[src/rtl/ddr_rd_ctrl.sv]
// DDR read command engine: splits one line-read request into AR bursts of at most
// MAX_BURST beats, forwards the returned beats and pulses rd_done when all have landed.
module ddr_rd_ctrl #(
  parameter int ADDR_WIDTH    = 27,
  parameter int DQ_WIDTH      = 32,
  parameter int LEN_WIDTH     = 16,
  parameter int MAX_BURST     = 64,
  parameter int BEAT_ADDR_INC = 8
) (
  input  logic                    ddr_clk,
  input  logic                    ddr_rst,
  input  logic                    rd_req,
  input  logic [ADDR_WIDTH-1:0]   rd_addr,
  input  logic [LEN_WIDTH-1:0]    rd_len,
  output logic                    rd_rrdy,
  output logic                    rd_done,
  output logic                    rd_err,
  output logic [8*DQ_WIDTH-1:0]   rd_data,
  output logic                    rd_data_en,
  output logic [ADDR_WIDTH-1:0]   axi_araddr,
  output logic [7:0]              axi_arlen,
  output logic                    axi_arvalid,
  input  logic                    axi_arready,
  input  logic [8*DQ_WIDTH-1:0]   axi_rdata,
  input  logic                    axi_rvalid,
  input  logic                    axi_rlast,
  output logic                    axi_rready
);

  localparam int BW = 8 * DQ_WIDTH;
  localparam logic [ADDR_WIDTH-1:0] ADDR_STEP = ADDR_WIDTH'(BEAT_ADDR_INC);

  typedef enum logic [1:0] {IDLE, ADDR, DATA, FIN} state_t;

  state_t                  state_q, state_d;
  logic [ADDR_WIDTH-1:0]   cur_addr_q, cur_addr_d;
  logic [LEN_WIDTH-1:0]    remain_q, remain_d;
  logic [8:0]              beat_cnt_q, beat_cnt_d;
  logic [BW-1:0]           rd_data_q, rd_data_d;
  logic                    rd_data_en_q, rd_data_en_d;
  logic                    rd_done_q, rd_done_d;
  logic                    rd_err_q, rd_err_d;
  logic [8:0]              burst;
  logic                    last_beat;

  // burst holds up to 256, so it needs 9 bits even though arlen is 8
  assign burst = (32'(remain_q) > MAX_BURST) ? 9'(MAX_BURST) : 9'(remain_q);
  assign last_beat = (beat_cnt_q == 9'd1);

  assign rd_rrdy     = (state_q == IDLE);
  assign axi_arvalid = (state_q == ADDR);
  assign axi_rready  = (state_q == DATA);
  assign axi_araddr  = (state_q == ADDR) ? cur_addr_q : '0;
  assign axi_arlen   = (state_q == ADDR) ? 8'(burst - 9'd1) : 8'd0;
  assign rd_data     = rd_data_q;
  assign rd_data_en  = rd_data_en_q;
  assign rd_done     = rd_done_q;
  assign rd_err      = rd_err_q;

  always_comb begin
    state_d      = state_q;
    cur_addr_d   = cur_addr_q;
    remain_d     = remain_q;
    beat_cnt_d   = beat_cnt_q;
    rd_done_d    = 1'b0;
    rd_err_d     = rd_req && (state_q != IDLE);
    rd_data_en_d = axi_rvalid && axi_rready;
    rd_data_d    = rd_data_en_d ? axi_rdata : rd_data_q;

    case (state_q)
      IDLE: begin
        if (rd_req) begin
          if (rd_len == '0) begin
            state_d = FIN;
          end else begin
            cur_addr_d = rd_addr;
            remain_d   = rd_len;
            state_d    = ADDR;
          end
        end
      end
      ADDR: begin
        if (axi_arready) begin
          beat_cnt_d = burst;
          cur_addr_d = cur_addr_q + ADDR_WIDTH'(burst) * ADDR_STEP;
          remain_d   = remain_q - LEN_WIDTH'(burst);
          state_d    = DATA;
        end
      end
      DATA: begin
        if (axi_rvalid) begin
          beat_cnt_d = beat_cnt_q - 9'd1;
          // rlast disagreeing with our own count is flagged but never trusted
          if (axi_rlast != last_beat) rd_err_d = 1'b1;
          if (last_beat) state_d = (remain_q != '0) ? ADDR : FIN;
        end
      end
      FIN: begin
        rd_done_d = 1'b1;
        state_d   = IDLE;
      end
      default: state_d = IDLE;
    endcase
  end

  always_ff @(posedge ddr_clk or posedge ddr_rst) begin
    if (ddr_rst) begin
      state_q      <= IDLE;
      cur_addr_q   <= '0;
      remain_q     <= '0;
      beat_cnt_q   <= '0;
      rd_data_q    <= '0;
      rd_data_en_q <= 1'b0;
      rd_done_q    <= 1'b0;
      rd_err_q     <= 1'b0;
    end else begin
      state_q      <= state_d;
      cur_addr_q   <= cur_addr_d;
      remain_q     <= remain_d;
      beat_cnt_q   <= beat_cnt_d;
      rd_data_q    <= rd_data_d;
      rd_data_en_q <= rd_data_en_d;
      rd_done_q    <= rd_done_d;
      rd_err_q     <= rd_err_d;
    end
  end

endmodule
[config.mk]
export PLATFORM = sky130hd
export DESIGN_NAME = ddr_rd_ctrl
export DESIGN_NICKNAME = d
export VERILOG_FILES = /design/src/rtl/ddr_rd_ctrl.sv
export SDC_FILE = /design/constraint.sdc
export NUM_CORES = 1
export LEC_CHECK = 0
export CELL_PAD_IN_SITES_DETAIL_PLACEMENT = 1
export CELL_PAD_IN_SITES_GLOBAL_PLACEMENT = 2
export CORE_MARGIN = 2
export CORE_UTILIZATION = 25
export CTS_CLUSTER_DIAMETER = 80
export DETAILED_ROUTE_END_ITERATION = 12
export HOLD_SLACK_MARGIN = 0.15
export PLACE_DENSITY = 0.86
export SLEW_MARGIN = 10
export SYNTH_ARGS = -nofsm -noshare
export SYNTH_HDL_FRONTEND = slang
export SYNTH_SLANG_ARGS = --single-unit
[constraint.sdc]
create_clock -name ddr_clk -period 19.28 [get_ports ddr_clk]
set_input_delay 3.856 -clock ddr_clk [delete_from_list [all_inputs] [get_ports ddr_clk]]
set_output_delay 3.856 -clock ddr_clk [all_outputs]
set_load 0.01 [all_outputs]
## Word-level counts from Yosys, hierarchy flattened

Index checks and enable logic that the tools add are counted.

| storage, ports and cells | value |
|---|---|
| flip-flop bits (word level) | 313 |

| cells by class | value |
|---|---|
| reductions and logical operators | 11 |
| eq/ne operators | 10 |
| magnitude comparators | 1 |
| $add $sub $neg | 4 |
| muxes and demuxes | 25 |

Operators with widths:

| kind | count |
|---|---|
| 27-bit 2-to-1 mux | 4 |
| 27-bit case mux with 2 select lines | 1 |
| 16-bit 2-to-1 mux | 3 |
| 16-bit case mux with 2 select lines | 1 |
| 27-bit by 12-bit adder with 27-bit output | 1 |
| 9-bit 2-to-1 mux | 3 |
| 9-bit case mux with 2 select lines | 1 |
| 16-bit by 7-bit > comparator with 1-bit output, second input constant | 1 |
| 16-bit zero test | 1 |
| 16-bit nonzero test | 1 |
| 16-bit by 9-bit subtractor with 16-bit output | 1 |
| 2-bit 2-to-1 mux | 6 |
| 9-bit by 1-bit == test with 1-bit output, second input constant | 1 |
| 9-bit by 1-bit subtractor with 9-bit output, second input constant | 1 |
| 8-bit 2-to-1 mux | 1 |
| 2-bit case mux with 4 select lines | 1 |
| 4-bit AND reduction | 2 |
| 8-bit by 1-bit subtractor with 8-bit output, second input constant | 1 |
| 2-bit != test, second input constant | 3 |
| 2-bit nonzero test | 3 |
| 2-bit == test, second input constant | 2 |
| 1-bit 2-to-1 mux | 4 |
| 2-bit by 1-bit != test with 1-bit output, second input constant | 2 |
| 3-bit AND reduction | 1 |
| 4 further kinds | 5 |

## Logic depth before layout (Yosys ltp)

Gate-level depths: netlist (run 1).

| depth | value |
|---|---|
| depth after elaboration | 5 |
| depth in mapped cells | 14 |
| mapped depth without buffers | 12 |

## Worst setup path before layout (run 1)

No wires, ideal clock.

| timing | value |
|---|---|
| kind | reg-to-output |
| start | register remain_q[3] |
| end | output port axi_arlen[4] |
| stages on the path, launching flop included | 11 |
| slack | 13125 ps |
| arrival time | 2299 ps |
| data required time | 15424 ps |
| path through | dfrtp_1 -> buf_6 -> or4_4 -> o31ai_4 -> and2_4 -> buf_12 -> nand2_2 -> ha_1 -> nand2_1 -> nand3_1 -> a21oi_1 |

| on the way | value |
|---|---|
| word-level cells in the longest chain between the ends | 4 |

RTL lines:

| what | line | text |
|---|---|---|
| start: declaration | 37 | `logic [LEN_WIDTH-1:0] remain_q, remain_d;` |
| start signal: assignment | 119 | `remain_q <= remain_d;` |
| 16-bit by 7-bit > comparator with 1-bit output | 47 | `assign burst = (32'(remain_q) > MAX_BURST) ? 9'(MAX_BURST) : 9'(remain_q);` |
| 9-bit 2-to-1 mux (*) | 47 |  |
| 8-bit by 1-bit subtractor with 8-bit output (*) | 54 | `assign axi_arlen = (state_q == ADDR) ? 8'(burst - 9'd1) : 8'd0;` |
| 8-bit 2-to-1 mux (*) | 54 |  |
| end: declaration | 21 | `output logic [7:0] axi_arlen,` |

Mark *: on every way between the ends. The rest lies on a longest branch, timed or not.

## Final worst setup path (run 1)

| timing | value |
|---|---|
| start | register remain_q[2] |
| end | output port axi_arlen[4] |

The elaborated chain is that of the path after synthesis.

==> results.json, run 1 <==
{
  "outcome": "finished, final reports clean",
  "postCtsSetupBuffers": 0,
  "ios": 602,
  "grt_start_max_net_pins": 184,
  "first_pass_iters": 5,
  "synth_area_leader_cell": "dfrtp_1",
  "grt_pass1_vias": 14541,
  "start_util": 0.254,
  "tritoncts": "built",
  "fin_util": 0.404,
  "die-area_um2": 56800,
  "critical_path_buf_inv_count": 1,
  "place_congestion": 0.848,
  "drt_iter0_markers": 822,
  "yosysTopAreaCellShare": 0.570,
  "hpwl_mm": 42.5,
  "cp_slowest_stage_delay_ps": 620,
  "cp_max_fo": 11,
  "htreeDepth": 2,
  "cts_buffers": 40,
  "grt_use_total": 0.200,
  "seq_area_um2": 7830,
  "min_period_over_period": 0.388,
  "synth.avg_cell_area_um2": 8.62,
  "yosysSeqAreaShare": 0.570,
  "min_path_type": "reg2reg",
  "drv_slew": 0,
  "antenna_cells": 0,
  "crit_family": "simple AND/OR/NAND/NOR gates",
  "use_met3": 0.0596,
  "period_needed_ps": 7490,
  "routed_wl_mm": 58.2,
  "yosys_warnings": 0,
  "p_per_area_nw_per_um2": 162,
  "area_growth_pct": 58.8,
  "root_buffer": "clkbuf_16",
  "cts.sinks": 313,
  "ys.flop_type": "dfrtp_1",
  "gr-total-overflow": 0,
  "ir_drop_mv": 0.0802,
  "die_y_um": 238,
  "synth_edf_count": 0,
  "critPathSlowestCell": "or4_4",
  "vias": 13471,
  "final_hold_viol_count": 0,
  "ant_nets": 0,
  "drive_gt1_frac": 0.0505,
  "cts_resized": 0,
  "crit_chain": "or4_4 > o31ai_4 > and2_4 > nand2_2 > ha_1 > nand2_1 > nand3_1 > a21oi_1 > clkdlybuf4s50_1",
  "worst_skew_pair.late_latency_ps": 570,
  "wl_per_cell_um": 20.1,
  "path_class": "reg2out",
  "via_per_inst": 4.65,
  "drv_cap": 0,
  "cts_hold_buf": 0,
  "p_leak_uw": 0.0102,
  "rsz0062_at_grt": "no",
  "pwr-share-seq": 0.332,
  "port_buffers": 601,
  "yosys-top-cells-count": "nand2_1, dfrtp_1, clkbuf_1",
  "clkTransAtPathRegs_ps": 60,
  "fmax_mhz": 134,
  "grt_pass1_wl_mm": 87.8,
  "tightest_slew_ps": 982,
  "netlist_instances": 1593,
  "row_count": 85,
  "timing.slew.headroom": 0.345,
  "core_area_um2": 54000,
  "use_met1": 0.237,
  "end_kind": "output pin",
  "setup_viol": 0,
  "combinationalPowerShare": 0.441,
  "clock_path_buffers": 3,
  "fin_nets": 2485,
  "arrival_ps": 3630,
  "cp.required_ps": 15420,
  "pwr-share-clk": 0.227,
  "intPower_uw": 2200,
  "setup_tns_ps": 0,
  "async_reset_ff_frac": 1.00,
  "switchingPower_uw": 1340,
  "synthTopCellsByArea": "dfrtp_1, nand2_1, clkbuf_1",
  "clock_skew_ps": 19.8,
  "fillerInstances": 6257,
  "multi_input_comb_area_um2": 5480,
  "synth_most_common_cell": "nand2_1",
  "syn_area_um2": 13700,
  "synth.distinct_cells": 80,
  "met2_usage": 0.356,
  "busiest_layer": "met2",
  "p_sw_frac": 0.378,
  "fp.dieW_um": 238,
  "ys_ff_latch": 313,
  "antenna_found_initial": 3,
  "worst_setup_path_start_kind": "register",
  "drc_errors": 0
}
path summary, 6_finish.rpt:
kind / from / to / slack [ps] / cells after the start
worst min-delay path: rd_data[174]$_DFFE_PP0P_ / rd_data[174]$_DFFE_PP0P_ / 470 / 2
worst max-delay path: remain_q[2]$_DFFE_PP0P_ / axi_arlen[4] / 11790 / 9
worst max register to register: remain_q[13]$_DFFE_PP0P_ / cur_addr_q[24]$_DFFE_PP0P_ / 15240 / 10
min in group asynchronous: ddr_rst / rd_data[50]$_DFFE_PP0P_ / 3790 / 2
worst min register to register: rd_data[174]$_DFFE_PP0P_ / rd_data[174]$_DFFE_PP0P_ / 470 / 2
max in group asynchronous: ddr_rst / beat_cnt_q[8]$_DFFE_PP0P_ / 13080 / 4
per-stage QoR:
step                setup WS, ps  instance area (um2)  instances  total power, uW  hold slack [ps]
CTS                        11800                21800       2894             3590              476
global route               11610                21800       2894             3770              493
finish                     11790                21800       2894             3540              471
global placement           12350                20400       2820             2700              452
detailed placement         12340                20400       2820             2750              461
floorplan                   6770                13700       1594             1840              437
worst min-delay path: cells and delay by family, from the launching register on:
kind	cells	cell delay [ps]
flip-flops	1	340
AND/OR/NAND/NOR	2	100
cell usage in the layout, fill, tap and decap left out, types with 7 or more instances in the layout:
cell,count
nor4_1,12
buf_4,14
o21ai_0,34
a31oi_1,10
ha_1,13
and2_1,27
nand4_1,11
and3_1,7
inv_1,14
o31ai_1,7
xor2_1,7
a21oi_1,26
clkbuf_16,40
clkinv_2,8
nand2_1,823
clkdlybuf4s50_1,601
nand3_1,22
nor2_1,41
o211ai_1,9
dfrtp_1,313
nor3_1,10
clkbuf_1,9
per-layer routing:
| metal | wire length (um) | up-vias |
|---|---|---|
| li1 | - | 6286 |
| met1 | 22800 | 6675 |
| met2 | 30000 | 433 |
| met3 | 4260 | 73 |
| met4 | 1140 | 4 |
| met5 | 30 | - |
layout make-up:
class / count / share of cell area
sequential: 313 / 0.359
timing repair buffer: 616 / 0.282
inverter: 20 / 0.00419
clock buffer: 55 / 0.0512
clock inverter: 19 / 0.0130
multi-input combinational: 1175 / 0.251
tap: 696 / 0.0399
power groups by stage:
| stage | clock, uW | combinational (uW) | sequential [uW] |
|---|---|---|---|
| after CTS | 829 | 1580 | 1180 |
| final | 802 | 1560 | 1180 |
| after global routing | 851 | 1700 | 1220 |
| after detailed placement | 0 | 1570 | 1180 |
| after global placement | 0 | 1540 | 1160 |
| after floorplan | 0 | 587 | 1250 |
state kept, by name (all words and copies together), names as in the netlist:
| signal | cells |
|---|---|
| rd_done | 1 |
| rd_data_en | 1 |
| state_q | 2 |
| cur_addr_q | 27 |
| remain_q | 16 |
| rd_data | 256 |
| rd_err | 1 |
| beat_cnt_q | 9 |
cell families after synthesis:
group | count (synthesis) | share of synthesized area
compound gates | 160 | 0.0831
xor+xnor | 8 | 0.00510
fa+ha+maj | 14 | 0.0133
buf+inv | 106 | 0.0318
flops | 313 | 0.570
mux | 7 | 0.00528
other cells | 2 | 0.000547
simple gates | 983 | 0.291
(Power assumes the default switching activity.)
==> run 2, diff against run 1 <==
CORE_UTILIZATION = 21   (was 25)
PLACE_DENSITY = 0.77   (was 0.86)
clock period = 6.6 ns   (was 19.28 ns; I/O delays follow)
==> run 2 against run 1 <==
Effect of this change: register-to-register slack got worse by 13000 ps; flip-flop and latch count did not move; die area rose by 19%; global-route usage fell by 2.9 points; utilization fell by 6.3 points; sequential power rose to 2.9 times the previous value; power rose to 2.9 times the previous value; hold slack barely moved; combinational power rose to 2.9 times the previous value; critical endpoint unchanged; highest routed layer unchanged.
==> results.json, run 2 (synthesis results as in run 1) <==
{
  "final_cells": 3051,
  "largest_reg_flops": 256,
  "setup_tns_ps": 0,
  "core_area_um2": 64600,
  "tritoncts": "built",
  "grt_start_max_net_pins": 193,
  "ant_nets": 0,
  "ios": 602,
  "fp.dieW_um": 260,
  "hold_depth": 2,
  "die_y_um": 260,
  "grt_use_total": 0.171,
  "first_pass_iters": 4,
  "crit_family": "simple AND/OR/NAND/NOR gates",
  "rr_worst_depth": 12,
  "vias": 13486,
  "timing.slew.headroom": 0.235,
  "drive_gt1_frac": 0.0483,
  "clock_path_buffers": 3,
  "gr-total-overflow": 0,
  "fillerInstances": 7452,
  "wl_per_cell_um": 19.4,
  "critical_path_buf_inv_count": 1,
  "htreeDepth": 2,
  "end_kind": "output pin",
  "drv_slew": 0,
  "antenna_found_initial": 5,
  "critPathSlowestCell": "or4_4",
  "cts_buffers": 42,
  "start_util": 0.213,
  "min_period_over_period": 0.736,
  "worst_setup_path_start_kind": "register",
  "final_hold_viol_count": 0,
  "area_growth_pct": 60.3,
  "finalPower_uw": 10300,
  "cts_resized": 0,
  "worst_skew_pair.late_latency_ps": 560,
  "fin_area_um2": 22000,
  "row_count": 93,
  "rsz0062_at_grt": "no",
  "p_per_area_nw_per_um2": 470,
  "crit_chain": "or4_4 > o31ai_4 > and2_4 > nand2_2 > ha_1 > nand2_1 > nand3_1 > a21oi_1 > clkdlybuf4s50_1",
  "path_class": "reg2out",
  "grt_pass1_vias": 14799,
  "fmax_mhz": 206,
  "root_buffer": "clkbuf_16",
  "tightest_slew_ps": 1150,
  "arrival_ps": 3540,
  "drt_iter0_markers": 681,
  "postCtsSetupBuffers": 0,
  "routed_wl_mm": 59.3,
  "min_path_type": "reg2reg",
  "die-area_um2": 67500,
  "p_leak_uw": 0.0102,
  "final_common_cell": "nand2_1",
  "cts_hold_buf": 0,
  "grt_pass1_wl_mm": 89.9,
  "drc_errors": 0,
  "hpwl_mm": 43.2,
  "cts.sinks": 313,
  "setup_viol": 0,
  "clkTransAtPathRegs_ps": 60,
  "period_needed_ps": 4860,
  "drv_cap": 0,
  "port_buffers": 601,
  "fin_nets": 2481,
  "outcome": "finished, final reports clean",
  "crit_cells": 9,
  "clock_skew_ps": 21.8,
  "dp_cells": 2973,
  "ir_drop_mv": 0.171,
  "layout_common_cells": "nand2_1, clkdlybuf4s50_1, dfrtp_1, clkbuf_16, nor2_1",
  "cp.required_ps": 5280,
  "place_area_um2": 20600,
  "cp_slowest_stage_delay_ps": 610,
  "place_congestion": 0.819,
  "cp_max_fo": 11,
  "via_per_inst": 4.42
}
[run 2: worst reg2reg max path, cell delays in order, from the launching register on]
cell and delay, ps:
dfrtp_1 490, or4_4 610, o31ai_4 330, and2_4 290, nand2_2 100, inv_1 80, ha_1 240, fa_1 290
a211oi_1 120, o21ai_0 460, nand3_1 250, a2111oi_0 450, a311oi_1 100
[run 2: path summary, 6_finish.rpt]
| check | startpoint | end | slack [ps] |
|---|---|---|---|
| worst min register to register | rd_data[0]$_DFFE_PP0P_ | rd_data[0]$_DFFE_PP0P_ | 470 |
| worst min-delay path | rd_data[0]$_DFFE_PP0P_ | rd_data[0]$_DFFE_PP0P_ | 470 |
| worst max register to register | remain_q[2]$_DFFE_PP0P_ | cur_addr_q[25]$_DFFE_PP0P_ | 2630 |
| min in group asynchronous | ddr_rst | rd_data[241]$_DFFE_PP0P_ | 1110 |
| max in group asynchronous | ddr_rst | cur_addr_q[10]$_DFFE_PP0P_ | 4150 |
| worst max-delay path | remain_q[2]$_DFFE_PP0P_ | axi_arlen[4] | 1740 |
[run 2: where the power goes]
| group | internal [uW] | switching, uW | total (uW) |
|---|---|---|---|
| Clock | 1420 | 919 | 2340 |
| Sequential | 2810 | 655 | 3460 |
| Combinational | 2180 | 2360 | 4540 |
[run 2: per-stage QoR]
stage / utilization / worst slack [ps] / hold slack, ps
after floorplan: - / 1110 / 437
after global placement: 0.319 / 2380 / 457
after detailed placement: 0.319 / 2320 / 461
after CTS: 0.341 / 1710 / 475
after global routing: 0.341 / 1590 / 494
final: 0.341 / 1740 / 470
[run 2: final cells by class]
cell class	instances	area, um2	area share
Sequential cell	313	7830	0.356
Tap cell	855	1070	0.0486
Clock buffer	58	1180	0.0537
Inverter	20	87.6	0.00398
Multi-Input combinational cell	1175	5480	0.249
Clock inverter	18	228	0.0103
Antenna cell	2	5.00	0.000227
Timing Repair Buffer	610	6130	0.279
[run 2: layer usage]
layer | track usage | up-vias | share of wire
li1 | - | 6274 | -
met1 | 0.195 | 6659 | 0.38
met2 | 0.301 | 440 | 0.50
met3 | 0.0562 | 107 | 0.078
met4 | 0.0557 | 6 | 0.033
met5 | 0 | - | 0.00066
